### src/rtl/byte_unstriping_nlane_pkg.sv
// Shared definitions for the N-lane byte unstriper: default parameter
// values and a width helper that never returns zero.
package unstripe_pkg;

    localparam int LANES_DEF = 2;
    localparam int WIDTH_DEF = 8;
    localparam int DEPTH_DEF = 4;

    // ceil(log2(value)), but at least 1 so the result is always a legal width
    function automatic int clog2_safe(input int value);
        int result;
        result = 1;
        for (int i = 1; i < 31; i++) begin
            if ((32'sd1 <<< i) < value) begin
                result = i + 1;
            end else begin
                result = result;
            end
        end
        return result;
    endfunction

endpackage

### src/rtl/byte_unstriping_nlane_lane_fifo.sv
// Single-lane skew-absorbing FIFO. Head word is presented combinationally
// on dout; full/empty are decoded directly from the occupancy count so the
// write-side drop decision never depends on a same-cycle pop.
module lane_fifo
    import unstripe_pkg::*;
#(
    parameter int DATA_WIDTH = WIDTH_DEF,
    parameter int FIFO_DEPTH = DEPTH_DEF
) (
    input  logic                  clk_f,
    input  logic                  reset,
    input  logic                  clr,
    input  logic                  push,
    input  logic [DATA_WIDTH-1:0] din,
    input  logic                  pop,
    output logic [DATA_WIDTH-1:0] dout,
    output logic                  empty,
    output logic                  full,
    output logic                  ovf_set
);

    localparam int PTR_W = clog2_safe(FIFO_DEPTH);
    localparam int CNT_W = PTR_W + 1;
    localparam logic [CNT_W-1:0] DEPTH_CNT = CNT_W'(FIFO_DEPTH);

    logic [DATA_WIDTH-1:0] mem_r [FIFO_DEPTH];
    logic [PTR_W-1:0]      wr_ptr_r;
    logic [PTR_W-1:0]      rd_ptr_r;
    logic [CNT_W-1:0]      count_r;
    logic                  wr_en_s;
    logic                  rd_en_s;

    assign empty   = (count_r == {CNT_W{1'b0}});
    assign full    = (count_r == DEPTH_CNT);
    assign wr_en_s = push && !full && !clr;
    assign rd_en_s = pop && !empty && !clr;
    assign ovf_set = push && full;
    assign dout    = mem_r[rd_ptr_r];

    // Storage array: written only on an accepted push, never reset
    always_ff @(posedge clk_f) begin
        if (wr_en_s) begin
            mem_r[wr_ptr_r] <= din;
        end else begin
            mem_r[wr_ptr_r] <= mem_r[wr_ptr_r];
        end
    end

    // Pointers and occupancy; power-of-two depth lets pointers wrap naturally
    always_ff @(posedge clk_f or posedge reset) begin
        if (reset) begin
            wr_ptr_r <= {PTR_W{1'b0}};
            rd_ptr_r <= {PTR_W{1'b0}};
            count_r  <= {CNT_W{1'b0}};
        end else if (clr) begin
            wr_ptr_r <= {PTR_W{1'b0}};
            rd_ptr_r <= {PTR_W{1'b0}};
            count_r  <= {CNT_W{1'b0}};
        end else begin
            if (wr_en_s) begin
                wr_ptr_r <= wr_ptr_r + {{(PTR_W-1){1'b0}}, 1'b1};
            end else begin
                wr_ptr_r <= wr_ptr_r;
            end
            if (rd_en_s) begin
                rd_ptr_r <= rd_ptr_r + {{(PTR_W-1){1'b0}}, 1'b1};
            end else begin
                rd_ptr_r <= rd_ptr_r;
            end
            case ({wr_en_s, rd_en_s})
                2'b10:   count_r <= count_r + {{(CNT_W-1){1'b0}}, 1'b1};
                2'b01:   count_r <= count_r - {{(CNT_W-1){1'b0}}, 1'b1};
                default: count_r <= count_r;
            endcase
        end
    end

endmodule

### src/rtl/byte_unstriping_nlane.sv
// N-lane byte unstriper: word k of the original stream arrives on lane
// k mod NUM_LANES. Per-lane FIFOs absorb skew; a round-robin read pointer
// that only advances on a load restores the original order behind a
// registered valid/ready output.
module byte_unstriping_nlane
    import unstripe_pkg::*;
#(
    parameter int NUM_LANES  = LANES_DEF,
    parameter int DATA_WIDTH = WIDTH_DEF,
    parameter int FIFO_DEPTH = DEPTH_DEF
) (
    input  logic                            clk_f,
    input  logic                            reset,
    input  logic [NUM_LANES*DATA_WIDTH-1:0] data_stripe,
    input  logic [NUM_LANES-1:0]            valid_stripe,
    input  logic                            realign,
    output logic [DATA_WIDTH-1:0]           data_out,
    output logic                            valid_out,
    input  logic                            ready_out,
    output logic [NUM_LANES-1:0]            lane_empty,
    output logic [NUM_LANES-1:0]            lane_full,
    output logic [NUM_LANES-1:0]            overflow
);

    localparam int LANE_W = clog2_safe(NUM_LANES);
    localparam logic [LANE_W-1:0] LAST_LANE = LANE_W'(NUM_LANES - 1);

    logic [LANE_W-1:0]     rd_lane_r;
    logic [NUM_LANES-1:0]  pop_s;
    logic [NUM_LANES-1:0]  ovf_set_s;
    logic [NUM_LANES-1:0]  empty_s;
    logic [NUM_LANES-1:0]  full_s;
    logic [DATA_WIDTH-1:0] head_s [NUM_LANES];
    logic [DATA_WIDTH-1:0] head_sel_s;
    logic                  rd_empty_s;
    logic                  load_s;

    assign lane_empty = empty_s;
    assign lane_full  = full_s;

    for (genvar g = 0; g < NUM_LANES; g++) begin : g_lane
        lane_fifo #(
            .DATA_WIDTH (DATA_WIDTH),
            .FIFO_DEPTH (FIFO_DEPTH)
        ) u_fifo (
            .clk_f   (clk_f),
            .reset   (reset),
            .clr     (realign),
            .push    (valid_stripe[g]),
            .din     (data_stripe[g*DATA_WIDTH +: DATA_WIDTH]),
            .pop     (pop_s[g]),
            .dout    (head_s[g]),
            .empty   (empty_s[g]),
            .full    (full_s[g]),
            .ovf_set (ovf_set_s[g])
        );
    end

    // Select the head word and empty flag of the lane the read pointer is on
    always_comb begin
        head_sel_s = {DATA_WIDTH{1'b0}};
        rd_empty_s = 1'b1;
        for (int i = 0; i < NUM_LANES; i++) begin
            if (rd_lane_r == LANE_W'(i)) begin
                head_sel_s = head_s[i];
                rd_empty_s = empty_s[i];
            end else begin
                head_sel_s = head_sel_s;
                rd_empty_s = rd_empty_s;
            end
        end
    end

    // Load when the output slot is free or being drained and the current lane has data
    always_comb begin
        load_s = (!valid_out || ready_out) && !rd_empty_s && !realign;
        pop_s  = {NUM_LANES{1'b0}};
        for (int i = 0; i < NUM_LANES; i++) begin
            if (load_s && (rd_lane_r == LANE_W'(i))) begin
                pop_s[i] = 1'b1;
            end else begin
                pop_s[i] = 1'b0;
            end
        end
    end

    // Output register and round-robin read pointer; realign wins over a load
    always_ff @(posedge clk_f or posedge reset) begin
        if (reset) begin
            data_out  <= {DATA_WIDTH{1'b0}};
            valid_out <= 1'b0;
            rd_lane_r <= {LANE_W{1'b0}};
        end else if (realign) begin
            data_out  <= data_out;
            valid_out <= 1'b0;
            rd_lane_r <= {LANE_W{1'b0}};
        end else if (load_s) begin
            data_out  <= head_sel_s;
            valid_out <= 1'b1;
            if (rd_lane_r == LAST_LANE) begin
                rd_lane_r <= {LANE_W{1'b0}};
            end else begin
                rd_lane_r <= rd_lane_r + {{(LANE_W-1){1'b0}}, 1'b1};
            end
        end else if (ready_out) begin
            data_out  <= data_out;
            valid_out <= 1'b0;
            rd_lane_r <= rd_lane_r;
        end else begin
            data_out  <= data_out;
            valid_out <= valid_out;
            rd_lane_r <= rd_lane_r;
        end
    end

    // Sticky per-lane overflow flags, cleared only by reset or realign
    always_ff @(posedge clk_f or posedge reset) begin
        if (reset) begin
            overflow <= {NUM_LANES{1'b0}};
        end else if (realign) begin
            overflow <= {NUM_LANES{1'b0}};
        end else begin
            overflow <= overflow | ovf_set_s;
        end
    end

endmodule

### config.mk
export PLATFORM = sky130hd
export DESIGN_NAME = byte_unstriping_nlane
export DESIGN_NICKNAME = d
export VERILOG_FILES = /design/src/rtl/byte_unstriping_nlane_pkg.sv /design/src/rtl/byte_unstriping_nlane_lane_fifo.sv /design/src/rtl/byte_unstriping_nlane.sv
export SDC_FILE = /design/constraint.sdc
export NUM_CORES = 1
export LEC_CHECK = 0
export ABC_AREA = 1
export BUFFER_PORTS_ARGS = -buffer_cell sky130_fd_sc_hd__clkbuf_2
export CAP_MARGIN = 15
export CORE_UTILIZATION = 50
export DETAILED_ROUTE_END_ITERATION = 10
export PLACE_DENSITY = 0.79
export SYNTH_ARGS = -nofsm -noshare
export SYNTH_HDL_FRONTEND = slang
export SYNTH_SLANG_ARGS = --single-unit
### constraint.sdc
create_clock -name clk_f -period 3.45 [get_ports clk_f]
set_clock_uncertainty 0.2 [all_clocks]
set_input_delay 0.5175 -clock clk_f [delete_from_list [all_inputs] [get_ports clk_f]]
set_output_delay 0.5175 -clock clk_f [all_outputs]
set_load 0.03 [all_outputs]
==> results of run 1 <==
[layout make-up]
type | instances | area, um^2 | share of cell area, %
Clock buffer | 9 | 124 | 2.79
Clock inverter | 7 | 100 | 2.26
Inverter | 50 | 190 | 4.29
Multi-Input combinational cell | 206 | 1110 | 24.9
Sequential cell | 90 | 2570 | 58.0
Tap cell | 102 | 128 | 2.88
Timing Repair Buffer | 38 | 218 | 4.91
[registers in the layout (all words and copies together) (netlist names)]
name / count
g_lane.u_fifo.mem_r: 64
data_out: 8
g_lane.u_fifo.count_r: 6
g_lane.u_fifo.rd_ptr_r: 4
g_lane.u_fifo.wr_ptr_r: 4
overflow: 2
rd_lane_r: 1
valid_out: 1
[logic make-up after synthesis]
family	Yosys count	share of synthesized area, %
buf+inv	65	7.17
xor+xnor	3	0.663
simple gates	118	12.9
fa+ha+maj	10	3.54
flops	90	64.9
compound gates	75	10.8
[power groups by stage]
stage	clock (mW)	combinational (mW)	sequential, mW
after floorplan	0	0.596	1.51
after global routing	0.835	0.953	1.46
after detailed placement	0	0.852	1.46
after CTS	0.796	0.857	1.44
after global placement	0	0.818	1.45
final	0.784	0.856	1.44
[worst reg2reg max path, cell delays in order, from the launching register on]
cell      delay (ns)
dfrtp_1         0.80
clkinv_1        0.49
nor2_1          0.22
nor2_1          0.06
a21oi_1         0.17
o221ai_1        0.16
[per-stage QoR]
step | cell area [um^2] | setup slack, ns | power, mW | util [%]
global placement | 4180 | 1.13 | 2.27 | 54.3
CTS | 4400 | 1.20 | 3.09 | 57.2
detailed placement | 4180 | 1.06 | 2.31 | 54.3
floorplan | 3960 | 1.34 | 2.10 | -
global route | 4440 | 0.994 | 3.25 | 57.7
finish | 4440 | 1.22 | 3.08 | 57.7
[timing repair]
item	4_1_cts	5_1_grt
hold buffers	0	1
setup endpoints to repair	0	0
resized for setup	0	0
hold endpoints to repair	0	9
[metal layers]
metal | wire length, um | GRT usage, % | up-vias
met5 | 0 | 0 | -
met4 | 104 | 7.80 | 0
met3 | 311 | 4.69 | 9
met2 | 3580 | 30.6 | 67
li1 | - | - | 1276
met1 | 2930 | 22.2 | 1199
[path summary, 6_finish.rpt]
| path | cells past startpoint | start | slack (ns) | end |
|---|---|---|---|---|
| worst max register to register | 5 | g_lane[0].u_fifo.rd_ptr_r[0] | 1.22 | data_out[3] |
| worst min register to register | 2 | data_out[0] | 0.31 | data_out[0] |
| worst min-delay path | 1 | data_stripe[2] | 0.18 | g_lane[0].u_fifo.mem_r[0][2] |
| min in group asynchronous | 3 | reset | 0.51 | overflow[0] |
| worst max-delay path | 5 | g_lane[0].u_fifo.rd_ptr_r[0] | 1.22 | data_out[3] |
| max in group asynchronous | 4 | reset | 2.09 | g_lane[1].u_fifo.rd_ptr_r[0] |
[cell usage after synthesis (all sizes together)]
cell type / instances
dfrtp: 26
ha: 8
xnor2: 1
a21oi: 15
buf: 13
o21ai: 50
nand4: 3
o22ai: 1
inv: 48
fa: 2
nor2: 56
nand3: 8
edfxtp: 64
xor2: 2
nand2: 50
clkbuf: 2
clkinv: 2
nor3b: 1
a31oi: 1
o221ai: 8
==> results.md, run 1 <==
- First-pass GRT wire length: roughly 11000 um
- TritonCTS buffer count: 9
- Unrepaired setup endpoints after global routing: no
- Yosys reg bits: 90
- Crit. End Element: flop
- Delay-heaviest family, CP: flip-flops
- Postcts setup bufs: 0
- Antenna cells: 0
- LEAKAGE: 1.85 nW
- Max_slew headroom: a little under half
- Post-DRT Antenna Nets: 0
- Cells after DPL: roughly 480
- Num Clock Sinks: 90
- Final HPWL DP: 4840 um
- Post-Syn Instances: between 300 and 400
- Hold Crit Class: input port to flop
- Die area: ~8300 um^2
- Grt total ovfl: 0
- Post-Layout Cell Count: ~500
- Cell area after synthesis: approximately 4000 um^2
- Residual DRC: 0
- Synth warn: 0
- Initial drt markers: between 200 and 250
- Top-area cell type share of the netlist area: 48.5%
- Cell mode on critical path: nor2_1
- Average cell area after synthesis: 11.0 um^2
- GPL Wtd Cong: between 0.8 and 0.9
- Die width: about 91 um
- Layout cell share with drive strength beyond 1: roughly 18%
- I/O Buffers: 36
- Largest net degree at the start of global routing: 27
- CTS H-tree depth: 3
- Critical path peak fanout: 25
- Internal Power: between 1.5 and 2 mW
- Status: finished clean
- Critical Path AT: around 2.3 ns
- First-pass iteration count of the detailed router: 4
- Worst-skew pair later-pin latency: ~0.35 ns
- Commonest non-fill, non-tap cell in the layout: edfxtp_1
- Reg power frac: a little under half
- Clk slew on worst S/H paths: around 0.09 ns
- Area delta synth->final: 12.0%
- Vias in the first global route: between 2k and 2.5k
- Fin. max-slew vios: 0
- Share of the yosys chip area belonging to registers: roughly two thirds
- Core area: approximately 7700 um^2
- Drt total wl: roughly 7000 um
- Area leader, netlist: edfxtp_1
- Hold Fails Final Rpt: 0
- Worst path cell trace: clkinv_1 -> nor2_1 -> nor2_1 -> a21oi_1 -> o221ai_1
- WP buf/inv: 1
- Peak supply drop: 460 uV
- CTS Root Cell: clkbuf_8
- Antenna violations before repair: 0
- WS Path Type: flop to flop
- Initial core utilization: 51.5%
- Global Route Usage Sum: a little under a fifth
- Vias per inst: 5.08
- Clock Path Buffers: 2
- Gate power share: between 20% and 30%
- CP Launch Type: flop
- Setup TNS: 0 ns
- Top post-synthesis cells by area: edfxtp_1 (49%), dfrtp_1 (16%), o21ai_0 (5.4%)
- Setup Viol. Count Final: 0
- WHS: 0.184 ns
- Syn Nets: approximately 400
- Max_cap viols: 0
- Via count: roughly 2.6k
- Die height: between 90 and 100 um
- Site row count: 32
- Sw Share: between 30% and 40%
- Least-Margin Pin Slew: 0.778 ns
- Synth unique cells: 32
- Net Sw Power: 1.09 mW
- Final nets: 427
- Most frequent cells in the layout: edfxtp_1 (64), nor2_1 (53), nand2_1 (46), inv_1 (43), o21ai_0 (43)
- I/O pin cnt: 37
- Pwr dens: about 690 nW/um^2
- Fmax: 0.447 GHz
- WL/cell: about 14 um
- Period utilization: 64.8%
- Data required, critical path: roughly 3.5 ns
- Fill count: roughly 660
- Crit-path slowest cell: dfrtp_1
- Clock power frac: 25.5%
- Biggest cell delay along the critical path: 0.80 ns
- Post-layout minimum cycle time: 2.23 ns
- TritonCTS clock tree: yes
(Power assumes the default switching activity.)
==> inputs of run 2 (changes only) <==
--- a/config.mk
+++ b/config.mk
@@ -5,12 +5,12 @@
 export SDC_FILE = /design/constraint.sdc
 export NUM_CORES = 1
 export LEC_CHECK = 0
-export ABC_AREA = 1
+export ABC_AREA = 0
 export BUFFER_PORTS_ARGS = -buffer_cell sky130_fd_sc_hd__clkbuf_2
 export CAP_MARGIN = 15
 export CORE_UTILIZATION = 50
 export DETAILED_ROUTE_END_ITERATION = 10
-export PLACE_DENSITY = 0.79
+export PLACE_DENSITY = 0.82
 export SYNTH_ARGS = -nofsm -noshare
 export SYNTH_HDL_FRONTEND = slang
 export SYNTH_SLANG_ARGS = --single-unit
==> constraint.sdc (replaced) <==
create_clock -name clk_f -period 1.8 [get_ports clk_f]
set_clock_uncertainty 0.2 [all_clocks]
set_input_delay 0.27 -clock clk_f [delete_from_list [all_inputs] [get_ports clk_f]]
set_output_delay 0.27 -clock clk_f [all_outputs]
set_load 0.03 [all_outputs]
==> results.md, run 2 <==
- Post-DRT Antenna Nets: 0 (unchanged)
- Largest net degree at the start of global routing: 27 (unchanged)
- Gate power share: 39.8% (+12 points)
- Net Sw Power: 2.22 mW (+100%)
- Setup TNS: -8.35 ns (-8.35 ns)
- Largest registers: g_lane.u_fifo.mem_r: 64 flops, data_out: 8 flops, g_lane.u_fifo.count_r: 6 flops
- Max_slew headroom: 75.9% (+28 points)
- Setup ws final: -0.329 ns (-1.54 ns)
- Initial drt markers: 197 (-4.8%)
- TritonCTS buffer count: 9 (unchanged)
- Most numerous cell in the Yosys netlist: edfxtp_1
- Async SR Flop Fraction: 28.9% (unchanged)
- Largest Register: g_lane.u_fifo.mem_r
- Setup Viol. Count Final: 68 (+68)
- CP Launch Type: flop
- Placed Area: 4640 um^2 (+11%)
- Reg power frac: 40.6% (-6.1 points)
- Cell area after synthesis: 3930 um^2 (-0.82%)
- Num Clock Sinks: 90 (unchanged)
- Final nets: 387 (-9.4%)
- Synth unique cells: 52 (+63%)
- I/O Buffers: 36 (unchanged)
- Clock Path Buffers: 2 (unchanged)
- Sw Share: 34.2% (-1.2 points)
- Unrepaired setup endpoints after global routing: yes
- Violated checks: negative setup slack
- Top-area cell type share of the netlist area: 48.9% (+0.40 points)
- Die area: 8220 um^2 (-0.81%)
- Average cell area after synthesis: 15.6 um^2 (+42%)
- Max_cap viols: 0 (unchanged)
- Global Route Usage Sum: 23.0% (+4.9 points)
- Final core occ: 70.4% (+13 points)
- Layout cell share with drive strength beyond 1: 44.4% (+27 points)
- Worst-skew pair later-pin latency: 0.36 ns (about the same)
- Core area: 7410 um^2 (-3.6%)
- Grt total ovfl: 0 (unchanged)
- Clock power frac: 19.5% (-6.0 points)
- Fin. max-slew vios: 0 (unchanged)
- Antenna violations before repair: 0 (unchanged)
- CTS H-tree depth: 3 (unchanged)
- Post-Syn Instances: 252 (-30%)
- GPL Wtd Cong: 0.845 (-0.44%)
- Post-layout minimum cycle time: 2.13 ns (-0.106 ns)
- Initial core utilization: 53.0% (+1.5 points)
- Synth warn: 0 (unchanged)
- Top FF cell, synth: edfxtp_1
- First-pass iteration count of the detailed router: 5 (+1)
- Top post-synthesis cells by area: edfxtp_1 (49%), dfrtp_1 (17%), mux4_2 (9.7%)
- Vias per inst: 5.63 (+11%)
- Antenna cells: 0 (unchanged)
- Adder-Cell Fraction of Synth Area: 3.57% (+0.029 points)
- Critical path peak fanout: 3 (-88%)
- Compound-Gate Fraction of Synth Area: 5.70% (-5.1 points)
- Area leader, netlist: edfxtp_1
- Peak supply drop: 1110 uV (+140%)
- Die width: 90.7 um (-0.41%)
- I/O pin cnt: 37 (unchanged)
- Share of the yosys chip area belonging to registers: 65.5% (+0.54 points)
- Post-synthesis simple-gate area fraction: 8.40% (-4.5 points)
- LEAKAGE: 2.07 nW (+12%)
- Area delta synth->final: 32.8%
- First-pass GRT wire length: 14000 um (+23%)
- Most frequent cells in the layout: edfxtp_1 (64), buf_4 (36), clkbuf_2 (32), dfrtp_1 (24)
- Synth Area in XOR/XNOR: 1.78% (+1.1 points)
- Least-Margin Pin Slew: 0.358 ns (-0.420 ns)
- Crit. End Element: flop
- TritonCTS clock tree: yes
- Hold Fails Final Rpt: 0 (unchanged)
- WL/cell: 19.1 um (+39%)
- Commonest cells post-synth: edfxtp_1 (64), dfrtp_1 (26), inv_1 (17), mux4_2 (17), nor2_1 (16)
- Mux cell area share after synthesis: 10.8% (+11 points)
- Via count: 2585 (+1.3%)
- Final HPWL DP: 5590 um (+16%)
- Internal Power: 4.27 mW (+110%)
- WHS: 0.0361 ns (-0.148 ns)
- Residual DRC: 0 (unchanged)
- Die height: 90.7 um (-0.41%)
- Period utilization: 118% (+53 points)
- Hold Crit Class: input port to flop
- Syn Nets: 284 (-28%)
- Site row count: 31 (-3.1%)
- Drt total wl: 8760 um (+27%)
- Largest family of logic cells by synthesized area: multiplexers
- Critical Path AT: 2.16 ns (-0.09 ns)
- Post-synth EDFFs: 64 (unchanged)
- Data required, critical path: 1.83 ns (-1.64 ns)
- Max reg flops: 64 (unchanged)
- Fmax: 0.470 GHz (+5.0%)
- Pwr dens: 1240 nW/um^2 (+79%)
- CTS Root Cell: clkbuf_8
- Status: finished, violations left
- WS Path Type: flop to flop
- Commonest non-fill, non-tap cell in the layout: edfxtp_1
- Clk slew on worst S/H paths: 0.09 ns (about the same)
- Yosys reg bits: 90 (unchanged)
- Vias in the first global route: 2752 (+10%)
- Final instance area: 5220 um^2 (+18%)
## run 2: what timing repair did
action,CTS,global route
hold buffers,17,0
resized for setup,37,15
endpoints found under the hold margin,90,0
cloned,1,0
pin swaps,11,10
buffers inserted,5,10
endpoints found under the setup margin,82,85
## run 2: cells by family after synthesis
family	after synthesis
AO/OA/AOI/OAI	28
XOR/XNOR	8
adder cells (fa/ha/maj)	10
buffers and inverters	36
flip-flops	90
multiplexers	21
AND/OR/NAND/NOR	59
## run 2: path summary, 6_finish.rpt
kind	slack, ns	start	depth (start not counted)	endpoint
hold reg to reg	0.30	overflow[1]	2	overflow[1]
max in group asynchronous	0.83	reset	4	g_lane[1].u_fifo.count_r[0]
setup reg to reg	-0.33	g_lane[1].u_fifo.count_r[1]	8	g_lane[1].u_fifo.count_r[2]
setup / recovery	-0.33	g_lane[1].u_fifo.count_r[1]	8	g_lane[1].u_fifo.count_r[2]
hold / removal	0.04	realign	3	valid_out
min in group asynchronous	0.28	reset	4	valid_out
## run 2: routing by layer
| layer | track usage (%) | vias to the layer above | share of wire, % |
|---|---|---|---|
| met5 | 0 | - | 0 |
| met3 | 3.03 | 16 | 5.0 |
| met2 | 40.3 | 88 | 53 |
| li1 | - | 1174 | - |
| met1 | 28.9 | 1307 | 40 |
| met4 | 9.68 | 0 | 1.8 |
## run 2: area by class of cell
class | instances | area (um^2)
Inverter | 18 | 72.6
Sequential cell | 90 | 2570
Fill cell | 486 | 2190
Clock inverter | 7 | 52.6
Tap cell | 99 | 124
Clock buffer | 9 | 124
Timing Repair Buffer | 110 | 942
Multi-Input combinational cell | 126 | 1330
## run 2: critical path, cell delays in order (launching register included)
cell and delay, ns:
dfrtp_1 0.39, or3_4 0.40, and3_4 0.16, and2_4 0.13, fa_2 0.35, inv_2 0.07, nor3b_1 0.05, mux2i_1 0.16
o211ai_1 0.10
## run 2: metrics by stage
stage | cells | worst slack, ns | total power, mW
3_3_place_gp | 416 | -0.254 | 4.68
4_1_cts | 455 | -0.329 | 6.33
2_1_floorplan | 252 | -0.634 | 4.01
3_5_place_dp | 416 | -0.362 | 4.78
6_report | 459 | -0.329 | 6.49
5_1_grt | 459 | -0.400 | 6.77
## run 2: power by group through the flow
stage | Combinational (mW) | Sequential [mW] | Clock (mW)
finish | 2.58 | 2.63 | 1.27
global route | 2.76 | 2.66 | 1.35
CTS | 2.43 | 2.63 | 1.27
detailed placement | 2.11 | 2.67 | 0
global placement | 2.03 | 2.65 | 0
floorplan | 1.18 | 2.83 | 0
